==> src/rtl/keypad_pkg.sv <==
// keypad_pkg: shared types and widths for the keypad scan writer
package keypad_pkg;
  localparam int KEY_W = 4;
  localparam int SEL_W = 3;
  localparam int NUM_COLS = 4;
  typedef enum logic [1:0] {IDLE, PRESS_DB, HELD, RELEASE_DB} state_t;
  typedef enum logic [1:0] {NONE, SINGLE, MULTI} result_t;
endpackage

==> src/rtl/keypad_scan_timer.sv <==
// keypad_scan_timer: column scan, row synchronizer and per-frame key classification
module keypad_scan_timer
  import keypad_pkg::*;
#(
  parameter int SCAN_DIV = 1000
) (
  input  logic             clk,
  input  logic             rst,
  input  logic [3:0]       row_n,
  output logic [3:0]       col_n,
  output logic             frame_end,
  output result_t          frame_result,
  output logic [KEY_W-1:0] frame_key
);
  logic [3:0] rs1, rs2, lows;
  logic [15:0] ph;
  logic [1:0] col, hits, ridx;
  logic [2:0] n, tot;
  logic [KEY_W-1:0] key_acc;
  logic sample;
  assign sample = ph == 16'(SCAN_DIV - 1);
  assign frame_end = sample && col == 2'd3;
  assign col_n = ~(4'b0001 << col);
  always_comb begin
    lows = ~rs2;
    n = 3'(lows[0]) + 3'(lows[1]) + 3'(lows[2]) + 3'(lows[3]);
    ridx = lows[0] ? 2'd0 : lows[1] ? 2'd1 : lows[2] ? 2'd2 : 2'd3;
    tot = 3'(hits) + n;
    frame_result = tot == 3'd0 ? NONE : tot == 3'd1 ? SINGLE : MULTI;
    frame_key = hits != 2'd0 ? key_acc : {ridx, col};
  end
  // hits saturates at 2: anything beyond one low row is already MULTI
  always_ff @(posedge clk or negedge rst)
    if (!rst) begin
      rs1 <= '1;
      rs2 <= '1;
      ph <= '0;
      col <= '0;
      hits <= '0;
      key_acc <= '0;
    end else begin
      rs1 <= row_n;
      rs2 <= rs1;
      if (sample) begin
        ph <= '0;
        col <= col + 2'd1;
        hits <= frame_end ? 2'd0 : tot > 3'd1 ? 2'd2 : tot[1:0];
        key_acc <= hits == 2'd0 ? {ridx, col} : key_acc;
      end else
        ph <= ph + 16'd1;
    end
endmodule

==> src/rtl/keypad_scan_writer.sv <==
// keypad_scan_writer: debounced keypad to display-latch writer
// KEYPAD_AUTOREPEAT_EN adds periodic repeat strobes while a key stays held
module keypad_scan_writer
  import keypad_pkg::*;
#(
  parameter int SCAN_DIV = 1000,
  parameter int DEBOUNCE_FRAMES = 4,
  parameter int REPEAT_FRAMES = 64
) (
  input  logic             clk,
  input  logic             rst,
  input  logic [3:0]       row_n,
  output logic [3:0]       col_n,
  output logic [KEY_W-1:0] wr_data,
  output logic [SEL_W-1:0] wr_sel,
  output logic             wr_en,
  output logic             key_held
);
  state_t state, state_d;
  result_t frame_result;
  logic frame_end, wr_en_d;
  logic [KEY_W-1:0] frame_key, cand, cand_d, wr_data_d;
  logic [3:0] cnt, cnt_d;
  logic single;
  keypad_scan_timer #(.SCAN_DIV(SCAN_DIV)) u_timer (
    .clk(clk), .rst(rst), .row_n(row_n), .col_n(col_n),
    .frame_end(frame_end), .frame_result(frame_result), .frame_key(frame_key)
  );
  assign single = frame_result == SINGLE;
  assign key_held = state == HELD || state == RELEASE_DB;
`ifdef KEYPAD_AUTOREPEAT_EN
  logic [7:0] rpt, rpt_d;
`else
  logic unused_repeat;
  assign unused_repeat = REPEAT_FRAMES > 0;
`endif
  always_comb begin
    state_d = state;
    cand_d = cand;
    cnt_d = cnt;
    wr_data_d = wr_data;
    wr_en_d = 1'b0;
`ifdef KEYPAD_AUTOREPEAT_EN
    rpt_d = rpt;
`endif
    if (frame_end)
      case (state)
        IDLE:
          if (single) begin
            cand_d = frame_key;
            cnt_d = 4'd1;
            state_d = PRESS_DB;
          end
        PRESS_DB:
          if (single && frame_key == cand) begin
            cnt_d = cnt + 4'd1;
            if (cnt_d == 4'(DEBOUNCE_FRAMES)) begin
              state_d = HELD;
              wr_data_d = cand;
              wr_en_d = 1'b1;
            end
          end else begin
            cnt_d = 4'd0;
            state_d = IDLE;
          end
        HELD: begin
          if (frame_result == NONE) begin
            cnt_d = 4'd1;
            state_d = RELEASE_DB;
          end
`ifdef KEYPAD_AUTOREPEAT_EN
          rpt_d = single && frame_key == wr_data ? rpt + 8'd1 : 8'd0;
          if (rpt_d == 8'(REPEAT_FRAMES)) begin
            rpt_d = 8'd0;
            wr_en_d = 1'b1;
          end
`endif
        end
        RELEASE_DB:
          if (frame_result == NONE) begin
            cnt_d = cnt + 4'd1;
            if (cnt_d == 4'(DEBOUNCE_FRAMES)) state_d = IDLE;
          end else
            state_d = HELD;
        default: state_d = IDLE;
      endcase
  end
  always_ff @(posedge clk or negedge rst)
    if (!rst) begin
      state <= IDLE;
      cand <= '0;
      cnt <= '0;
      wr_data <= '0;
      wr_en <= 1'b0;
      wr_sel <= '0;
`ifdef KEYPAD_AUTOREPEAT_EN
      rpt <= '0;
`endif
    end else begin
      state <= state_d;
      cand <= cand_d;
      cnt <= cnt_d;
      wr_data <= wr_data_d;
      wr_en <= wr_en_d;
      if (wr_en) wr_sel <= wr_sel + 3'd1;
`ifdef KEYPAD_AUTOREPEAT_EN
      rpt <= rpt_d;
`endif
    end
endmodule

==> config.mk <==
export PLATFORM = sky130hd
export DESIGN_NAME = keypad_scan_writer
export DESIGN_NICKNAME = d
export VERILOG_FILES = /design/src/rtl/keypad_pkg.sv /design/src/rtl/keypad_scan_timer.sv /design/src/rtl/keypad_scan_writer.sv
export SDC_FILE = /design/constraint.sdc
export NUM_CORES = 1
export LEC_CHECK = 0
export ABC_CLOCK_PERIOD_IN_PS = 7500
export CAP_MARGIN = 10
export CORE_MARGIN = 2
export CORE_UTILIZATION = 35
export CTS_CLUSTER_SIZE = 12
export DETAILED_ROUTE_END_ITERATION = 7
export GPL_ROUTABILITY_DRIVEN = 0
export GPL_TIMING_DRIVEN = 1
export PLACE_DENSITY = 0.58
export SLEW_MARGIN = 20
export SYNTH_ARGS = -nofsm -noshare
export SYNTH_HDL_FRONTEND = slang
export SYNTH_SLANG_ARGS = --single-unit
==> constraint.sdc <==
create_clock -name clk -period 7.5 [get_ports clk]
set_clock_uncertainty 0.05 [all_clocks]
set_input_delay 1.5 -clock clk [delete_from_list [all_inputs] [get_ports clk]]
set_output_delay 1.5 -clock clk [all_outputs]
set_load 0.01 [all_outputs]
Yosys cells after proc, flatten, opt, wreduce, memory -nomap -nowiden
Index checks and enable logic that the tools add are counted.

storage, ports and cells
  word-level logic and storage cells = 76
  input bits = 6
  ROM bits = 0
  RAM bits = 0
  register bits = 50
  memories kept = 0
  bits in latches = 0
  output and inout port bits = 13

cells by class
  reduce and logical (&&, ||, !) cells = 13
  mux-type cells = 25
  div/mod/pow operators = 0
  $mul = 0
  shift-type cells = 1
  $lt $le $gt $ge = 1
  eq/ne operators = 14
  bitwise gates (word level) = 2
  add/subtract/negate cells = 8

operators by type and width
  operator               count
  $mux 2                 12
  $mux 4                 5
  $add 16x1->16 const B  1
  $eq 16x10->1 const B   1
  $mux 16                1
  $pmux 4 s4             1
  $not 4->4              2
  $pmux 2 s4             1
  $reduce_and 4->1       2
  $add 3x1->3            2
  $eq 2x2->1 const B     3
  $logic_not 2->1        3
  $ne 3x3->1 const B     2
  $mux 1                 5
  $reduce_and 5->1       1
  $add 4x1->4 const B    1
  $eq 2x1->1 const B     2
  $eq 4x3->1 const B     1
  $eq 4x4->1             1
  $ne 2x1->1 const B     2
  $shl 1x2->4 const A    1
  $add 2x3->3            1
  $add 3x1->3 const B    1
  $eq 3x1->1 const B     1
  10 further kinds       11

Logic depth before layout (Yosys ltp)
  word-level depth = 13
  depth in mapped cells = 13
  gate-level depth less buffers = 13

Modules after synthesis
Synthesis repeated with hierarchy kept, for this count alone.

unflattened totals
  cells, all modules = 214
  area total of the unflattened synthesis = 2469.9 um2

by module, submodules not included
  module              times used  seq. area each (um2)  area each (um2)  cells each
  keypad_scan_timer   1           810.8                 1526.5           130
  keypad_scan_writer  1           450.4                 943.4            84

Least setup slack after synthesis
OpenSTA, ideal clock, no wires.

  path kind = register -> register
  start point = reg u_timer.rs2[0]
  end point = reg wr_data[0]
  clock period less this slack = 3374 ps
  data required time = 7325 ps
  path buffers = 0
  data arrival time = 3199 ps
  library setup time = 125 ps
  slack = 4126 ps
  stages on the path, launching flop included = 14
  cell sequence = dfstp_2 inv_1 ha_1 inv_1 fa_1 inv_1 ha_1 inv_1 fa_1 xor2_1 nand4_1 mux2i_1 and4b_1 mux2_2

on the way
  longest elaborated chain between the ends = 11
  elaborated cells between the ends (all ways) = 15
  classes of those cells = 4 x add/sub; 3 x eq/ne; 4 x mux; 1 x bitwise; 3 x reduce/logical

RTL lines
  element                         line                       text
  start: declaration              keypad_scan_timer.sv:15    logic [3:0] rs1, rs2, lows;
  start signal: assignment        keypad_scan_timer.sv:43    rs2 <= rs1;
  $not 4->4 (*)                   keypad_scan_timer.sv:25    lows = ~rs2;
  $add 1x1->2                     keypad_scan_timer.sv:26    n = 3'(lows[0]) + 3'(lows[1]) + 3'(lows[2]) + 3'(lows[3]);
  $add 3x1->3 (2 in series)       keypad_scan_timer.sv:26
  $add 2x3->3                     keypad_scan_timer.sv:28    tot = 3'(hits) + n;
  $eq 3x1->1                      keypad_scan_timer.sv:29    frame_result = tot == 3'd0 ? NONE : tot == 3'd1 ? SINGLE : MULTI;
  $mux 2 (2 in series)            keypad_scan_timer.sv:29
  $eq 2x1->1                      keypad_scan_writer.sv:29   assign single = frame_result == SINGLE;
  $logic_and 1x1->1 (*)           keypad_scan_writer.sv:55   if (single && frame_key == cand) begin
  $reduce_and 4->1 (no line) (*)  n/a
  end signal: assignment          keypad_scan_writer.sv:103  wr_data <= wr_data_d;
  end: declaration                keypad_scan_writer.sv:14   output logic [KEY_W-1:0] wr_data,

Mark *: on every way between the ends. The rest lies on a longest branch, timed or not.
A chain may end at the register's enable or synchronous reset.

Worst setup path in the final report
Same ends and word-level chain as after synthesis.

==> flow_summary_export.csv <==
group,metric,value,unit
outcome,outcome,"completed",
floorplanning,floorplan.die_area,7898,sq um
logic_synthesis,synthArstFlopShare,100.0,%
placement,placed_cells,345,
critical_path,required,7640,ps
global_routing,grt-ovfl-total,0,
clocking,cts.reportedPaths.clkPinSlew,90,ps
finish,fin_nets,276,
timing,setup_viol,0,
logic_synthesis,yosysTopAreaCell,"dfrtp_1",
logic_synthesis,synth_area,2521,sq um
finish,area_delta_synth_final,15.14,%
routing,wire_per_inst,11.96,um
routing,postRouteAntennaNets,0,
logic_synthesis,synthCells,232,
critical_path,critPathLaunchType,"register",
critical_path,cp_slowest_cell,"dfstp_2",
critical_path,crit_path_frequent_cell,"inv_1",
finish,fillCellCount,661,
timing,fin_crit_sh,49.02,%
floorplanning,die_x,88.87,um
finish,fin_util,42.26,%
timing,hold_violations,0,
logic_synthesis,synth.top_cell.area_share,41.69,%
routing,viasPerCell,4.669,
floorplanning,design.core.area,6869,sq um
clocking,cts.sinks,50,
global_routing,grt_max_degree,51,
critical_path,path_max_fanout,7,
critical_path,end_kind,"register",
floorplanning,rows,30,
clocking,cts_hold_buf,0,
floorplanning,chipHeight,88.87,um
finish,final_cell_mix,"42 x dfrtp_1, 26 x nand2_1, 19 x inv_1",
logic_synthesis,postSynthAreaPerCell,10.87,sq um
finish,final_common_cell,"dfrtp_1",
placement,pre_cts_ws,3835,ps
clocking,post_cts_buffers,0,
logic_synthesis,ys_seq_area_share,50.02,%
logic_synthesis,synth_edf_count,0,
timing,layout_min_cycle_time,3676,ps
global_routing,antenna_found_initial,0,
clocking,numCtsBuffers,5,
finish,drive_gt1_share,14.40,%
floorplanning,ioPinCount,19,
timing,rsz0062_at_grt,"false",
timing,slew_violations,0,
logic_synthesis,synth_cell_types,44,
timing,fmax,272.0,MHz
clocking,cts_buffer_depth,2,
clocking,ctsResizeCount,0,
placement,place_hpwl,3095,um
logic_synthesis,ys.flop_type,"dfrtp_1",
placement,io_buffers,18,
clocking,cts_tree,"yes",
timing,worstMarginPinSlew,619.4,ps
logic_synthesis,yosys_register_bits,50,
timing,relSlewSlack,58.32,%
critical_path,crit_arrival,3810,ps
logic_synthesis,yosys_warnings,0,
placement,placed_cell_area,2816,sq um
floorplanning,start_util,36.70,%
critical_path,critPathMaxStageDelay,540,ps
logic_synthesis,yosys-top-cells-area,"dfrtp_1 42%, dfstp_2 8.3%, ha_1 6.0%",
critical_path,path_cells,"inv_1, ha_1, inv_1, fa_1, inv_1, ha_1, inv_1, fa_1, xor2_1, nand4_1, mux2i_1, and4b_1, mux2_2",
critical_path,crit_type,"register to register",
power_and_ir_drop,vdd_drop_max,0.06770,mV
routing,initialDrtViolationCount,77,
routing,vias,1648,
finish,diodes,0,
routing,wirelength,4223,um
clocking,cts.htree.levels,2,
timing,finalSetupTns,0,ps
global_routing,grt_pass1_wl,7217,um
logic_synthesis,synthesis.nets,252,
finish,fin_cells,353,
min_path,hp-class,"register to register",
timing,setup_slack,3824,ps
routing,drc,0,
run,drv_cap,0,
routing,firstDrtPassIters,4,
clocking,root_buffer,"clkbuf_8",
finish,final_area,2903,sq um
power_and_ir_drop,power_density,155.8,nW/um^2
global_routing,track_usage,11.89,%
power_and_ir_drop,p_leak,0.001310,uW
global_routing,grt_pass1_vias,1510,
clocking,clk_latency,300,ps
[path summary, 6_finish.rpt]
check,start,to,slack (ps),cells after the start
worst max-delay path,u_timer.rs2[0]$_DFF_PN1_,wr_data[0]$_DFFE_PN0P_,3820,13
worst min-delay path,u_timer.rs1[2]$_DFF_PN1_,u_timer.rs2[2]$_DFF_PN1_,310,0
worst max register to register,u_timer.rs2[0]$_DFF_PN1_,wr_data[0]$_DFFE_PN0P_,3820,13
worst min register to register,u_timer.rs1[2]$_DFF_PN1_,u_timer.rs2[2]$_DFF_PN1_,310,0
max in group asynchronous,rst,cnt[1]$_DFFE_PN0P_,5730,2
min in group asynchronous,rst,u_timer.ph[3]$_DFF_PN0_,1250,2
[flip-flops by register name, indices dropped and copies added (netlist names)]
name and count:
wr_sel 3, u_timer.rs1 4, state 2, u_timer.rs2 4, u_timer.ph 16, cand 4, wr_data 4, u_timer.hits 2
cnt 4, u_timer.key_acc 4, u_timer.col 2, wr_en 1
[routing by layer]
layer | track usage [%] | vias up | wire length, um
li1 | - | 840 | -
met1 | 16.61 | 766 | 2210
met2 | 17.91 | 36 | 1802
met3 | 3.078 | 6 | 145
met4 | 4.132 | 0 | 63
met5 | 0 | - | 0
[cells by family after synthesis]
kind of cell	share of synthesized area, %
XOR/XNOR	7.295
flip-flops	50.02
adder cells (fa/ha/maj)	7.543
buffers and inverters	3.425
AO/OA/AOI/OAI	7.643
AND/OR/NAND/NOR	18.96
multiplexers	5.112
[critical path: cells and delay by family, from the launching register on]
kind	cells	cell delay [ps]
fa+ha+maj	4	1210
mux	2	610
flops	1	540
simple gates	2	490
xor+xnor	1	410
buf+inv	4	270
[layout make-up]
| class | instances | area, sq um | share of cell area, % |
|---|---|---|---|
| Sequential cell | 50 | 1261 | 43.45 |
| Multi-Input combinational cell | 160 | 1174 | 40.43 |
| Timing Repair Buffer | 20 | 190.2 | 6.552 |
| Tap cell | 96 | 120.1 | 4.138 |
| Clock buffer | 6 | 72.57 | 2.500 |
| Inverter | 19 | 71.32 | 2.457 |
| Clock inverter | 2 | 13.76 | 0.4741 |
[power by group]
group          leakage, uW  internal, uW  switching [uW]
clock            0.0000452          65.9            86.3
combinational     0.000608          9.53            16.3
sequential        0.000657           273           0.883
total              0.00131           349             103
[cells in the mapped netlist (2+ instances only)]
cell        n
a21oi_1     2
and2_1      2
and3_1      3
and3b_1     2
clkbuf_1    2
dfrtp_1    42
dfstp_2     8
fa_1        2
ha_1       12
inv_1      19
mux2_2      7
mux2i_1     5
nand2_1    26
nand2b_1    2
nand3_1     7
nand4_1     5
nor2_1     16
nor2b_1     2
nor4_1      3
nor4_4      2
o2111ai_1   2
o21a_1      2
o21ai_0    11
o31ai_1     6
or2_2       4
xnor2_1    12
xor2_1      9
[per-stage QoR]
stage | total power [uW] | hold WS (ps)
5_1_grt | 473.6 | 312.2
3_3_place_gp | 305.1 | 296.5
3_5_place_dp | 305.5 | 297.2
4_1_cts | 459.5 | 310.7
6_report | 452.2 | 309.6
2_1_floorplan | 293.8 | 295.2
(Power assumes the default switching activity.)
